### src/rtl/mc_controller.sv
// -----------------------------------------------------------------------------
// mc_controller
//
// Moore-style control FSM for a multi-cycle MIPS-subset datapath. It sequences
// fetch, decode, memory, ALU, branch, jump and trap states. It drives the
// datapath mux selects and write enables for each state.
//
// Parameters
//   EXT_OPS   1: ANDI / ORI / BNE are legal. 0: those opcodes trap.
//   WAIT_MEM  1: FETCH / MEMREAD / MEMWRITE stall until mem_ready.
//             0: memory is treated as always ready.
//
// Ports
//   clk, rst_n             clock (rising edge), async active-low reset
//   op, funct              instruction fields [31:26] and [5:0]
//   zero                   ALU zero flag (used in BRANCH)
//   mem_ready              memory access completes this cycle
//   pc_en, ir_write        PC / IR write enables (combinational gating)
//   reg_write, mem_write   register file / memory write enables
//   iord                   memory address select (0 PC, 1 ALUOut)
//   alu_src_a              ALU A select (0 PC, 1 register A)
//   alu_src_b              ALU B select (00 reg, 01 const 4, 10 imm, 11 imm<<2)
//   reg_dst                destination register select (0 rt, 1 rd)
//   mem_to_reg             write-back source (0 ALUOut, 1 memory data)
//   imm_zext               zero-extend the immediate (logical immediates)
//   pc_src                 PC source (00 ALU, 01 ALUOut, 10 jump target)
//   alu_ctl                ALU op (010 add, 110 sub, 000 and, 001 or, 111 slt)
//   trap                   sticky illegal-instruction flag
//   state_dbg              current FSM state encoding, for observation
//
// Handshake: mem_ready is a single-cycle "done" strobe. It is sampled in
// FETCH, MEMREAD and MEMWRITE. A state that waits on it holds its outputs
// until mem_ready is 1 at a rising clk edge, and then advances.
// -----------------------------------------------------------------------------
module mc_controller #(
    parameter int EXT_OPS  = 1,
    parameter int WAIT_MEM = 1
) (
    input  logic       clk,
    input  logic       rst_n,
    input  logic [5:0] op,
    input  logic [5:0] funct,
    input  logic       zero,
    input  logic       mem_ready,
    output logic       pc_en,
    output logic       ir_write,
    output logic       reg_write,
    output logic       mem_write,
    output logic       iord,
    output logic       alu_src_a,
    output logic       reg_dst,
    output logic       mem_to_reg,
    output logic       imm_zext,
    output logic [1:0] alu_src_b,
    output logic [1:0] pc_src,
    output logic [2:0] alu_ctl,
    output logic       trap,
    output logic [3:0] state_dbg
);

    // Opcodes
    localparam logic [5:0] OP_RTYPE = 6'b000000;
    localparam logic [5:0] OP_J     = 6'b000010;
    localparam logic [5:0] OP_BEQ   = 6'b000100;
    localparam logic [5:0] OP_BNE   = 6'b000101;
    localparam logic [5:0] OP_ADDI  = 6'b001000;
    localparam logic [5:0] OP_ANDI  = 6'b001100;
    localparam logic [5:0] OP_ORI   = 6'b001101;
    localparam logic [5:0] OP_LW    = 6'b100011;
    localparam logic [5:0] OP_SW    = 6'b101011;

    // R-type function codes
    localparam logic [5:0] F_ADD = 6'b100000;
    localparam logic [5:0] F_SUB = 6'b100010;
    localparam logic [5:0] F_AND = 6'b100100;
    localparam logic [5:0] F_OR  = 6'b100101;
    localparam logic [5:0] F_SLT = 6'b101010;

    // ALU control codes
    localparam logic [2:0] ALU_ADD = 3'b010;
    localparam logic [2:0] ALU_SUB = 3'b110;
    localparam logic [2:0] ALU_AND = 3'b000;
    localparam logic [2:0] ALU_OR  = 3'b001;
    localparam logic [2:0] ALU_SLT = 3'b111;

    typedef enum logic [3:0] {
        S_FETCH    = 4'd0,
        S_DECODE   = 4'd1,
        S_MEMADR   = 4'd2,
        S_MEMREAD  = 4'd3,
        S_MEMWB    = 4'd4,
        S_MEMWRITE = 4'd5,
        S_EXECUTE  = 4'd6,
        S_ALUWB    = 4'd7,
        S_BRANCH   = 4'd8,
        S_IEXEC    = 4'd9,
        S_IWB      = 4'd10,
        S_JUMP     = 4'd11,
        S_TRAP     = 4'd12
    } state_t;

    // Opcode class latched in DECODE. Later states use it instead of op, so
    // op may change freely once decode is done.
    typedef enum logic [2:0] {
        C_NONE = 3'd0,
        C_LW   = 3'd1,
        C_SW   = 3'd2,
        C_BEQ  = 3'd3,
        C_BNE  = 3'd4,
        C_ADDI = 3'd5,
        C_ANDI = 3'd6,
        C_ORI  = 3'd7
    } cls_t;

    state_t state;
    state_t nxt;
    cls_t   cls;
    cls_t   nxt_cls;

    logic       mem_rdy;
    logic       ext;
    logic       funct_ok;
    logic [2:0] funct_alu;

    // Registered-output next values, decoded from the state being entered
    logic       d_reg_write;
    logic       d_mem_write;
    logic       d_iord;
    logic       d_alu_src_a;
    logic       d_reg_dst;
    logic       d_mem_to_reg;
    logic       d_imm_zext;
    logic [1:0] d_alu_src_b;
    logic [1:0] d_pc_src;
    logic [2:0] d_alu_ctl;
    logic       d_trap;

    assign mem_rdy   = (WAIT_MEM != 0) ? mem_ready : 1'b1;
    assign ext       = (EXT_OPS != 0);
    assign state_dbg = state;

    // R-type funct legality and ALU mapping
    always_comb begin
        funct_ok  = 1'b1;
        funct_alu = ALU_ADD;
        case (funct)
            F_ADD:   funct_alu = ALU_ADD;
            F_SUB:   funct_alu = ALU_SUB;
            F_AND:   funct_alu = ALU_AND;
            F_OR:    funct_alu = ALU_OR;
            F_SLT:   funct_alu = ALU_SLT;
            default: funct_ok  = 1'b0;
        endcase
    end

    // Next-state and class-latch logic
    always_comb begin
        nxt     = state;
        nxt_cls = cls;
        case (state)
            S_FETCH:    if (mem_rdy) nxt = S_DECODE;
            S_DECODE: begin
                nxt     = S_TRAP;
                nxt_cls = C_NONE;
                case (op)
                    OP_LW:    begin nxt = S_MEMADR; nxt_cls = C_LW;   end
                    OP_SW:    begin nxt = S_MEMADR; nxt_cls = C_SW;   end
                    OP_RTYPE: if (funct_ok) nxt = S_EXECUTE;
                    OP_BEQ:   begin nxt = S_BRANCH; nxt_cls = C_BEQ;  end
                    OP_BNE:   if (ext) begin nxt = S_BRANCH; nxt_cls = C_BNE; end
                    OP_ADDI:  begin nxt = S_IEXEC;  nxt_cls = C_ADDI; end
                    OP_ANDI:  if (ext) begin nxt = S_IEXEC; nxt_cls = C_ANDI; end
                    OP_ORI:   if (ext) begin nxt = S_IEXEC; nxt_cls = C_ORI;  end
                    OP_J:     nxt = S_JUMP;
                    default:  nxt = S_TRAP;
                endcase
            end
            S_MEMADR:   nxt = (cls == C_SW) ? S_MEMWRITE : S_MEMREAD;
            S_MEMREAD:  if (mem_rdy) nxt = S_MEMWB;
            S_MEMWB:    nxt = S_FETCH;
            S_MEMWRITE: if (mem_rdy) nxt = S_FETCH;
            S_EXECUTE:  nxt = S_ALUWB;
            S_ALUWB:    nxt = S_FETCH;
            S_BRANCH:   nxt = S_FETCH;
            S_IEXEC:    nxt = S_IWB;
            S_IWB:      nxt = S_FETCH;
            S_JUMP:     nxt = S_FETCH;
            S_TRAP:     nxt = S_TRAP;
            default:    nxt = S_FETCH;
        endcase
    end

    // Moore outputs for the state being entered. They are registered together
    // with the state, so each output is glitch-free for the whole cycle. The
    // EXECUTE ALU op comes from funct in DECODE. That is the only path into
    // EXECUTE.
    always_comb begin
        d_reg_write  = 1'b0;
        d_mem_write  = 1'b0;
        d_iord       = 1'b0;
        d_alu_src_a  = 1'b0;
        d_reg_dst    = 1'b0;
        d_mem_to_reg = 1'b0;
        d_imm_zext   = 1'b0;
        d_alu_src_b  = 2'b00;
        d_pc_src     = 2'b00;
        d_alu_ctl    = ALU_ADD;
        d_trap       = 1'b0;
        case (nxt)
            S_FETCH:    d_alu_src_b = 2'b01;
            S_DECODE:   d_alu_src_b = 2'b11;
            S_MEMADR: begin
                d_alu_src_a = 1'b1;
                d_alu_src_b = 2'b10;
            end
            S_MEMREAD:  d_iord = 1'b1;
            S_MEMWB: begin
                d_mem_to_reg = 1'b1;
                d_reg_write  = 1'b1;
            end
            S_MEMWRITE: begin
                d_iord      = 1'b1;
                d_mem_write = 1'b1;
            end
            S_EXECUTE: begin
                d_alu_src_a = 1'b1;
                d_alu_ctl   = funct_alu;
            end
            S_ALUWB: begin
                d_reg_dst   = 1'b1;
                d_reg_write = 1'b1;
            end
            S_BRANCH: begin
                d_alu_src_a = 1'b1;
                d_alu_ctl   = ALU_SUB;
                d_pc_src    = 2'b01;
            end
            S_IEXEC: begin
                d_alu_src_a = 1'b1;
                d_alu_src_b = 2'b10;
                if (nxt_cls == C_ANDI) begin
                    d_alu_ctl  = ALU_AND;
                    d_imm_zext = 1'b1;
                end else if (nxt_cls == C_ORI) begin
                    d_alu_ctl  = ALU_OR;
                    d_imm_zext = 1'b1;
                end
            end
            S_IWB:      d_reg_write = 1'b1;
            S_JUMP:     d_pc_src = 2'b10;
            S_TRAP:     d_trap = 1'b1;
            default:    d_alu_ctl = ALU_ADD;
        endcase
    end

    always_ff @(posedge clk or negedge rst_n) begin
        if (!rst_n) begin
            state      <= S_FETCH;
            cls        <= C_NONE;
            reg_write  <= 1'b0;
            mem_write  <= 1'b0;
            iord       <= 1'b0;
            alu_src_a  <= 1'b0;
            reg_dst    <= 1'b0;
            mem_to_reg <= 1'b0;
            imm_zext   <= 1'b0;
            alu_src_b  <= 2'b01;
            pc_src     <= 2'b00;
            alu_ctl    <= ALU_ADD;
            trap       <= 1'b0;
        end else begin
            state      <= nxt;
            cls        <= nxt_cls;
            reg_write  <= d_reg_write;
            mem_write  <= d_mem_write;
            iord       <= d_iord;
            alu_src_a  <= d_alu_src_a;
            reg_dst    <= d_reg_dst;
            mem_to_reg <= d_mem_to_reg;
            imm_zext   <= d_imm_zext;
            alu_src_b  <= d_alu_src_b;
            pc_src     <= d_pc_src;
            alu_ctl    <= d_alu_ctl;
            trap       <= d_trap;
        end
    end

    // These enables react within the cycle to mem_ready and zero. They are
    // gated by rst_n so that no write fires while reset is held.
    assign ir_write = rst_n && (state == S_FETCH) && mem_rdy;
    assign pc_en    = rst_n && (((state == S_FETCH) && mem_rdy) ||
                                (state == S_JUMP) ||
                                ((state == S_BRANCH) && ((cls == C_BNE) ? !zero : zero)));

endmodule

### config.mk
export PLATFORM = sky130hd
export DESIGN_NAME = mc_controller
export DESIGN_NICKNAME = d
export VERILOG_FILES = /design/src/rtl/mc_controller.sv
export SDC_FILE = /design/constraint.sdc
export NUM_CORES = 1
export LEC_CHECK = 0
export CORE_MARGIN = 2
export CORE_UTILIZATION = 50
export CTS_CLUSTER_DIAMETER = 30
export DETAILED_ROUTE_END_ITERATION = 7
export PLACE_DENSITY = 0.84
export SYNTH_ARGS = -nofsm -noshare
export SYNTH_HDL_FRONTEND = slang
export SYNTH_SLANG_ARGS = --single-unit
### constraint.sdc
create_clock -name clk -period 6.2 [get_ports clk]
set_clock_uncertainty 0.1 [all_clocks]
set_input_delay 1.24 -clock clk [delete_from_list [all_inputs] [get_ports clk]]
set_output_delay 1.24 -clock clk [all_outputs]
set_load 0.1 [all_outputs]
# --- Yosys cells after proc, flatten, opt, wreduce, memory -nomap -nowiden ---
# Cells that the tools add are included.
classes:
  n_eq_ne: 38
  n_mux: 27
  reduce_logical: 19
op_table:
  columns: ["operator", "count"]
  rows:
  - ["$eq A6 B6 Y1 const B", 7]
  - ["$eq A4 B4 Y1 const B", 9]
  - ["$pmux W4 S8", 1]
  - ["$eq A4 B3 Y1 const B", 6]
  - ["$pmux W3 S7", 1]
  - ["$pmux W4 S5", 1]
  - ["$eq A6 B4 Y1 const B", 3]
  - ["$eq A4 B2 Y1 const B", 4]
  - ["$mux W4", 4]
  - ["$eq A6 B3 Y1 const B", 2]
  - ["$mux W1", 12]
  - ["$pmux W3 S4", 1]
  - ["$eq A3 B3 Y1 const B", 3]
  - ["$pmux W3 S3", 1]
  - ["$eq A4 B1 Y1 const B", 2]
  - ["$logic_not A4 Y1", 2]
  - ["$reduce_or A2 Y1", 4]
  - ["$eq A6 B2 Y1 const B", 1]
  - ["$logic_not A6 Y1", 1]
  - ["$mux W3", 2]
  - ["$pmux W2 S3", 1]
  - ["$reduce_or A3 Y1", 2]
  - ["$logic_and A1 B1 Y1", 5]
  - ["$reduce_or A5 Y1", 1]
  - ["other kinds (6)", 8]
totals:
  elab_cells: 97
  output_inout_bits: 21
  ff_bits: 22
  input_bits: 16

# --- Logic depth before layout (Yosys ltp) ---
# Gate-level depths: netlist of the first run.
logic_depth:
  depth_word: 9
  depth_mapped: 8
  depth_no_buf: 6

# --- Least setup slack after synthesis of the first run ---
# OpenSTA, ideal clock, no wires.
synth_timing:
  path_type: "input -> output"
  start: "input zero"
  end: "output pc_en"
  n_path_buf: 0
  arrival_ns: 3.745
  stages: 4
  t_required_ns: 4.860
  setup_slack_ns: 1.115
  path_cell_list: "xnor2_1 a21oi_1 a31oi_1 nor3b_1"
synth_via:
  elab_chain_len: 5
synth_lines:
  columns: ["element", "line", "text"]
  rows:
  - ["start, declared", "43", "input logic zero,"]
  - ["$logic_not A1 Y1", "293", "((state == S_BRANCH) && ((cls == C_BNE) ? !zero : zero)));"]
  - ["$mux W1 *", "293", null]
  - ["$logic_and A1 B1 Y1 *", "293", null]
  - ["$logic_or A1 B1 Y1 *", "292", "(state == S_JUMP) ||"]
  - ["$logic_and A1 B1 Y1 *", "291", "assign pc_en = rst_n && (((state == S_FETCH) && mem_rdy) ||"]
  - ["end, declared", "45", "output logic pc_en,"]
# Every way passes the cells marked *; elsewhere a longest branch is shown, timed or not.

# --- Worst setup path in the final report of the first run ---
layout_timing:
  start: "input rst_n"
  end: "output pc_en"
layout_via:
  elab_chain_len: 1
layout_lines:
  columns: ["element", "line", "text"]
  rows:
  - ["start, declared", "40", "input logic rst_n,"]
  - ["$logic_and A1 B1 Y1", "291", null]
# Every way passes these cells.

==> results of run 1 <==
## path summary, 6_finish.rpt
kind / from / endpoint / slack, ns / depth (start not counted)
min in group asynchronous: rst_n / iord$_DFF_PN0_ / 1.36 / 1
setup / recovery: rst_n / pc_en / 1.86 / 3
hold reg to reg: cls[1]$_DFF_PN0_ / cls[1]$_DFF_PN0_ / 0.42 / 2
max in group asynchronous: rst_n / cls[0]$_DFF_PN0_ / 4.04 / 1
setup reg to reg: state_dbg[2]$_DFF_PN0_ / alu_src_b[0]$_DFF_PN1_ / 3.72 / 6
hold / removal: cls[1]$_DFF_PN0_ / cls[1]$_DFF_PN0_ / 0.42 / 2
## power by group
group / leakage (nW) / internal [mW] / switching [mW] / total [mW]
sequential: 0.292 / 0.185 / 0.0461 / 0.231
clock: 0.0279 / 0.0654 / 0.0447 / 0.110
combinational: 0.358 / 0.135 / 0.404 / 0.539
total: 0.678 / 0.386 / 0.494 / 0.880
## area by class of cell
type                    count  area share (%)
clock buffers               3           1.348
clock inverters             1           1.798
inverters                   4          0.8989
multi-input cells         107           39.33
flip-flops and latches     22           33.11
well taps                  30           2.247
repair buffers             36           21.27
## kinds of logic (layout without fill, tap and decap cells)
family	count (synthesis)	count (layout)	synth area share [%]
XOR/XNOR	2	2	1.392
AO/OA/AOI/OAI	33	33	17.99
buffers and inverters	11	44	3.876
AND/OR/NAND/NOR	70	70	31.21
flip-flops	22	22	43.94
multiplexers	2	2	1.591
## worst register-to-register path, delay by kind of cell, from the launching register on
family | cells | cell delay, ns
compound gates | 1 | 0.73
simple gates | 3 | 0.67
mux | 1 | 0.09
flops | 1 | 0.63
buf+inv | 1 | 0.18
## layer usage
metal / track usage, % / up-vias
met4: 10.83 / 0
met2: 39.36 / 43
met3: 3.333 / 4
met5: 0 / -
li1: - / 578
met1: 25.52 / 575
## metrics by stage
step / cells / instance area (sq um)
final: 203 / 1670
after global routing: 203 / 1670
after CTS: 203 / 1670
after detailed placement: 199 / 1618
after global placement: 199 / 1618
after floorplan: 140 / 1259
## placed cells by master, fill, tap and decap left out, types with 4 or more instances in the layout
cell and instances:
o31ai_1 4, nor2_1 16, dfrtp_1 20, nor4_1 4, nor2b_1 6, nor3_1 4
nand2b_1 8, nand2_1 12, o21ai_0 8, a21oi_1 5, clkdlybuf4s50_1 34, nor3b_1 4
inv_1 4
==> impl_metrics.ini, run 1 <==
[global_routing]
grt_usage_pct = 22.13
grt_max_degree = 25
grt_pass1_vias = 1104
grt_pass1_wl_um = 4609
grt_overflow = 0
antenna_found_initial = 0

[die]
fp.coreArea_sq_um = 2432
die_x_um = 54.18
die-area_sq_um = 2935
fp-row-count = 18
start_util_pct = 51.75
io_pins = 37
die_h_um = 54.18

[route]
wl_met2_um = 1494
drc = 0
m1WireLength_um = 1121
wirelength_um = 2819
wl_met3_um = 158
routed.top_layer = met4
dr.pass1.iters = 4
antenna_left = 0
drtIter0Drc = 21
routedWlPerCell_um = 13.89
drt-vias-per-instance = 5.911
vias = 1200

[pwr]
p_leak_nw = 0.6783
power_density_nw_per_um2 = 526.9
ir_drop_v = 0.0004364
power_mw = 0.8802

[critical_path]
cp.arrival_ns = 3.00
critPathRequiredTime_ns = 4.86
cp_top_family = buffers and inverters
max_stage_delay_ns = 1.13
crit_path_end_kind = primary output
crit_path_start_kind = primary input
critPathSlowestCell = clkdlybuf4s50_1
critPathKind = in -> out
crit_chain = clkdlybuf4s50_1 > nor3b_1 > buf_4
path_max_fanout = 24
crit_buf_inv = 2

[cells_and_area]
largest_reg_flops = 4
multi_input_area_sq_um = 656.9
drive_gt1_share_pct = 8.671
antenna_cells = 0
nets = 190
area_growth_pct = 32.70
fill_cells = 184
regArea_sq_um = 553.0
final_util_pct = 68.67

[timing]
max_freq_ghz = 0.2307
finalHoldViolations = 0
period_share_pct = 69.92
tns_ns = 0
fin_ws_ns = 1.865
setup_violations = 0
rsz0062_at_grt = false
hold_slack_ns = 0.4185
slew_violations = 0
slew-limit-headroom_pct = 33.39
worstMarginPinSlew_ns = 0.9961
period_needed_ns = 4.335

[synth]
ys_async_sr_fraction_pct = 100.0
yosys.area.top_type = dfrtp_1
syn-num-nets = 156
synth_top_area_share_pct = 39.76
synth_area_sq_um = 1259
synth_most_common_cell = dfrtp_1
ys_types = 39
synth_cells = 140
yosysWarnings = 0
ys_seq_area_share_pct = 43.94
ys_seq_elements = 22
synthTopCellsByCount = dfrtp_1, nor2_1, nand2_1, nand2b_1, o21ai_0
synth.area.top_cells = dfrtp_1, nor2_1, dfstp_2
syn_avg_cell_area_sq_um = 8.991
ys.flop_type = dfrtp_1
synth_edf_count = 0

[status]
outcome = complete, no violations

[cts]
clk_pin_slew_ns = 0.12
cts.sinks = 22
cts_root_buf = clkbuf_4
tritoncts = yes
cts_hold_buf = 0
htree_levels = 1
clock_latency_ns = 0.31
clockBufferDepth = 2
cts_buffers = 3
post_cts_buffers = 0
cts_resized = 0

[place]
gp_congestion = 0.8923
place_hpwl_um = 2166
pre_cts_slack_ns = 1.814
port_buffers = 36

[run]
maxCapViolCount = 0

[hold_path]
min_path_type = reg -> reg
(Power assumes the default switching activity.)
==> inputs of run 2 (changes only) <==
--- a/config.mk
+++ b/config.mk
@@ -6,10 +6,10 @@
 export NUM_CORES = 1
 export LEC_CHECK = 0
 export CORE_MARGIN = 2
-export CORE_UTILIZATION = 50
+export CORE_UTILIZATION = 42
 export CTS_CLUSTER_DIAMETER = 30
 export DETAILED_ROUTE_END_ITERATION = 7
-export PLACE_DENSITY = 0.84
+export PLACE_DENSITY = 0.75
 export SYNTH_ARGS = -nofsm -noshare
 export SYNTH_HDL_FRONTEND = slang
 export SYNTH_SLANG_ARGS = --single-unit
==> constraint.sdc (replaced) <==
create_clock -name clk -period 3.5 [get_ports clk]
set_clock_uncertainty 0.1 [all_clocks]
set_input_delay 0.7 -clock clk [delete_from_list [all_inputs] [get_ports clk]]
set_output_delay 0.7 -clock clk [all_outputs]
set_load 0.1 [all_outputs]
==> impl_metrics.ini, run 2 (synthesis results as in run 1) <==
[global_routing]
grt_pass1_wl_um = 5009
antenna_found_initial = 0
grt_usage_pct = 19.10
grt_pass1_vias = 1134
grt_max_degree = 23
grt_overflow = 0

[die]
fp.coreArea_sq_um = 2805
die-area_sq_um = 3451
start_util_pct = 44.87
fp-row-count = 19
die_h_um = 58.75
die_x_um = 58.75
io_pins = 37

[critical_path]
max_stage_delay_ns = 0.61
critPathKind = in -> out
crit_chain = clkdlybuf4s50_1 > o21ai_0 > a21oi_1 > a31oi_1 > nor3b_4 > buf_12
cp_top_family = buffers and inverters
cp.arrival_ns = 2.08
crit_path_end_kind = primary output
r2r.worst_path.cells = 6
crit_path_start_kind = primary input
worstReg2RegEnd = alu_ctl[2]$_DFF_PN0_
path_max_fanout = 8
critPathRequiredTime_ns = 2.70
crit_buf_inv = 2
critPathSlowestCell = clkdlybuf4s50_1
rr_startpoint = state_dbg[0]$_DFF_PN0_
r2r_slack_ns = 1.16

[pwr]
power_mw = 1.594
ir_drop_v = 0.0003767
p_leak_nw = 0.7121
power_density_nw_per_um2 = 938.8

[cts]
post_cts_buffers = 0
clk_pin_slew_ns = 0.13
clockBufferDepth = 2
cts_resized = 0
cts_root_buf = clkbuf_4
clock_latency_ns = 0.31
cts_buffers = 3
tritoncts = yes
cts.sinks = 22
htree_levels = 1
cts_hold_buf = 0

[timing]
setup_violations = 0
rsz0062_at_grt = false
finalHoldViolations = 0
slew_violations = 0
period_needed_ns = 2.883
tns_ns = 0
slew-limit-headroom_pct = 34.90
max_freq_ghz = 0.3469
fin_ws_ns = 0.6170
worstMarginPinSlew_ns = 0.9734
period_share_pct = 82.37
hold_slack_ns = 0.4164

[route]
drc = 3
wirelength_um = 3057
drt-vias-per-instance = 5.830
vias = 1201
antenna_left = 0
drtIter0Drc = 28
dr.pass1.iters = 6
routedWlPerCell_um = 14.84

[place]
place_area_sq_um = 1645
port_buffers = 36
place_hpwl_um = 2306
gp_congestion = 0.9318
place_inst = 202
pre_cts_slack_ns = 0.2888

[cells_and_area]
final_util_pct = 60.53
fin_area_sq_um = 1698
layout_common_cells = clkdlybuf4s50_1, dfrtp_1, nor2_1
antenna_cells = 0
drive_gt1_share_pct = 16.00
area_growth_pct = 34.89
stdcell_count = 206
nets = 192
final_common_cell = clkdlybuf4s50_1
largest_reg_flops = 4

[hold_path]
hold_depth = 2
min_path_type = reg -> reg
min_from = cls[2]$_DFF_PN0_
min_to = cls[2]$_DFF_PN0_

[run]
maxCapViolCount = 0

[status]
violations = design-rule violations
outcome = finished with violations
-- run 2: cell count changes in the layout (fill, tap and decap cells not counted) --
cell / delta
clkdlybuf4s50_1: -10
nor3b_1: -1
buf_4: +10
buf_12: +2
nor3b_4: +1
-- run 2: layer usage --
layer / vias up / share of wire [%] / global-route usage (%)
met4: 0 / 2.0 / 9.740
met2: 38 / 49 / 33.17
met1: 574 / 45 / 23.01
met3: 6 / 4.4 / 2.418
met5: - / 0 / 0
li1: 583 / - / -
-- run 2: area by class of cell --
class	count	area, sq um
clock buffer	3	22.52
sequential	22	553.0
inverter	4	15.01
fill	245	1107
multi-input combinational	107	668.1
tap	31	38.79
timing repair buffer	38	370.4
clock inverter	1	30.03
-- run 2: how the worst max path moves through the flow --
| stage | start | end | slack, ns | depth (start not counted) |
|---|---|---|---|---|
| 2_1_floorplan | state_dbg[3]$_DFF_PN0_ | pc_en | 0.31 | 5 |
| 5_1_grt | mem_ready | pc_en | 0.47 | 6 |
| 4_1_cts | op[0] | alu_ctl[2]$_DFF_PN0_ | 0.62 | 7 |
| 3_3_place_gp | op[0] | alu_ctl[2]$_DFF_PN0_ | 0.36 | 7 |
| 3_5_place_dp | op[0] | alu_ctl[2]$_DFF_PN0_ | 0.29 | 7 |
| 6_report | mem_ready | pc_en | 0.62 | 6 |
-- run 2: power breakdown --
part | total [mW] | internal, mW | switching, mW
sequential | 0.410 | 0.328 | 0.0822
combinational | 0.986 | 0.258 | 0.728
clock | 0.198 | 0.116 | 0.0820
-- run 2: worst register-to-register path: stages (launching register included) --
cell and delay (ns):
dfrtp_1 0.64, nand2b_1 0.23, nand2b_1 0.32, nor2_1 0.17, a21oi_2 0.12, or4_4 0.56, a21oi_2 0.13
==> inputs of run 3 (changes only) <==
--- a/config.mk
+++ b/config.mk
@@ -6,10 +6,10 @@
 export NUM_CORES = 1
 export LEC_CHECK = 0
 export CORE_MARGIN = 2
-export CORE_UTILIZATION = 42
+export CORE_UTILIZATION = 46
 export CTS_CLUSTER_DIAMETER = 30
 export DETAILED_ROUTE_END_ITERATION = 7
-export PLACE_DENSITY = 0.75
+export PLACE_DENSITY = 0.78
 export SYNTH_ARGS = -nofsm -noshare
 export SYNTH_HDL_FRONTEND = slang
 export SYNTH_SLANG_ARGS = --single-unit
==> constraint.sdc (replaced) <==
create_clock -name clk -period 2.7 [get_ports clk]
set_clock_uncertainty 0.1 [all_clocks]
set_input_delay 0.54 -clock clk [delete_from_list [all_inputs] [get_ports clk]]
set_output_delay 0.54 -clock clk [all_outputs]
set_load 0.1 [all_outputs]
==> impl_metrics.ini, run 3 (synthesis results as in run 1) <==
[route]
wirelength_um = 3031
drt-vias-per-instance = 5.598
drtIter0Drc = 20
antenna_left = 0
vias = 1226
dr.pass1.iters = 4
routedWlPerCell_um = 13.84
drc = 0

[place]
gp_congestion = 0.8392
place_area_sq_um = 1738
port_buffers = 36
place_hpwl_um = 2351

[timing]
worstMarginPinSlew_ns = 0.4757
period_needed_ns = 2.599
slew-limit-headroom_pct = 68.29
period_share_pct = 96.26
hold_slack_ns = 0.4125
setup_violations = 0
rsz0062_at_grt = false
finalHoldViolations = 0
slew_violations = 0
max_freq_ghz = 0.3848

[cells_and_area]
nets = 206
fin_area_sq_um = 1790
final_util_pct = 70.35
largest_reg_flops = 4
final_common_cell = buf_4
drive_gt1_share_pct = 28.57
layout_common_cells = buf_4, dfrtp_1, nor2_1
antenna_cells = 0
area_growth_pct = 42.25

[pwr]
p_leak_nw = 0.7928
power_density_nw_per_um2 = 1190
ir_drop_v = 0.0009744

[run]
maxCapViolCount = 0

[cts]
cts_hold_buf = 0
clock_latency_ns = 0.31
htree_levels = 1
cts_resized = 0
clockBufferDepth = 2
cts_buffers = 3
cts_root_buf = clkbuf_4
post_cts_buffers = 0
tritoncts = yes
cts.sinks = 22
clk_pin_slew_ns = 0.12

[die]
die_h_um = 56.31
fp-row-count = 18
start_util_pct = 49.46
die_x_um = 56.31
fp.coreArea_sq_um = 2545
die-area_sq_um = 3171
io_pins = 37

[global_routing]
grt_pass1_vias = 1138
antenna_found_initial = 0
grt_pass1_wl_um = 5140
grt_overflow = 0
grt_usage_pct = 20.45
grt_max_degree = 23

[critical_path]
r2r.worst_path.cells = 6
crit_path_start_kind = primary input
critPathKind = in -> reg
critPathRequiredTime_ns = 2.82
path_max_fanout = 6
crit_path_end_kind = register
cp.arrival_ns = 2.72

[status]
outcome = complete, no violations

[hold_path]
min_path_type = reg -> reg
hold_depth = 2
## run 3: cell types whose count changed in the layout (fill, tap and decap cells not counted)
cell             delta
dfrtp_1             -3
clkdlybuf4s50_1     -9
buf_4              +23
dfrtp_4             +3
## run 3: metrics by stage
| stage | total power [mW] | TNS, ns | instances | worst slack, ns |
|---|---|---|---|---|
| floorplan | 1.529 | 0 | 140 | 0.0002014 |
| global placement | 1.854 | -0.1921 | 215 | -0.09669 |
| detailed placement | 1.875 | -0.3233 | 215 | -0.1414 |
| CTS | 2.134 | 0 | 219 | 0.1194 |
| global route | 2.242 | 0 | 219 | 0.03919 |
| finish | 2.130 | 0 | 219 | 0.1009 |
## run 3: final timing paths
check / slack (ns) / start / endpoint
hold / removal: 0.41 / cls[2]$_DFF_PN0_ / cls[2]$_DFF_PN0_
max in group asynchronous: 1.68 / rst_n / alu_ctl[1]$_DFF_PN1_
min in group asynchronous: 0.53 / rst_n / mem_to_reg$_DFF_PN0_
hold reg to reg: 0.41 / cls[2]$_DFF_PN0_ / cls[2]$_DFF_PN0_
setup / recovery: 0.10 / op[3] / alu_src_b[1]$_DFF_PN0_
setup reg to reg: 0.40 / cls[2]$_DFF_PN0_ / alu_ctl[2]$_DFF_PN0_
## run 3: routing by layer
metal	part of all wire [%]	global-route usage (%)
met4	1.1	6.122
met3	5.0	3.226
met5	0	0
met2	51	35.80
met1	42	25.88
## run 3: worst max-delay path, stage by stage
cell             delay (ns)
clkdlybuf4s50_1        0.43
or2_0                  0.25
or4_4                  0.53
o21ai_2                0.17
a21oi_2                0.08
buf_4                  0.16
or3_1                  0.38
a21oi_1                0.19
## run 3: cell type report
class	instances	area (sq um)
fill	214	754.5
multi-input combinational	107	668.1
sequential	22	564.3
timing repair buffer	52	452.9
tap	30	37.54
clock inverter	1	30.03
clock buffer	3	22.52
inverter	4	15.01
## run 3: power by group
part | switching, mW | leakage, nW | internal (mW)
sequential | 0.106 | 0.288 | 0.439
clock | 0.0963 | 0.0279 | 0.150
combinational | 0.951 | 0.477 | 0.389
total | 1.15 | 0.793 | 0.977
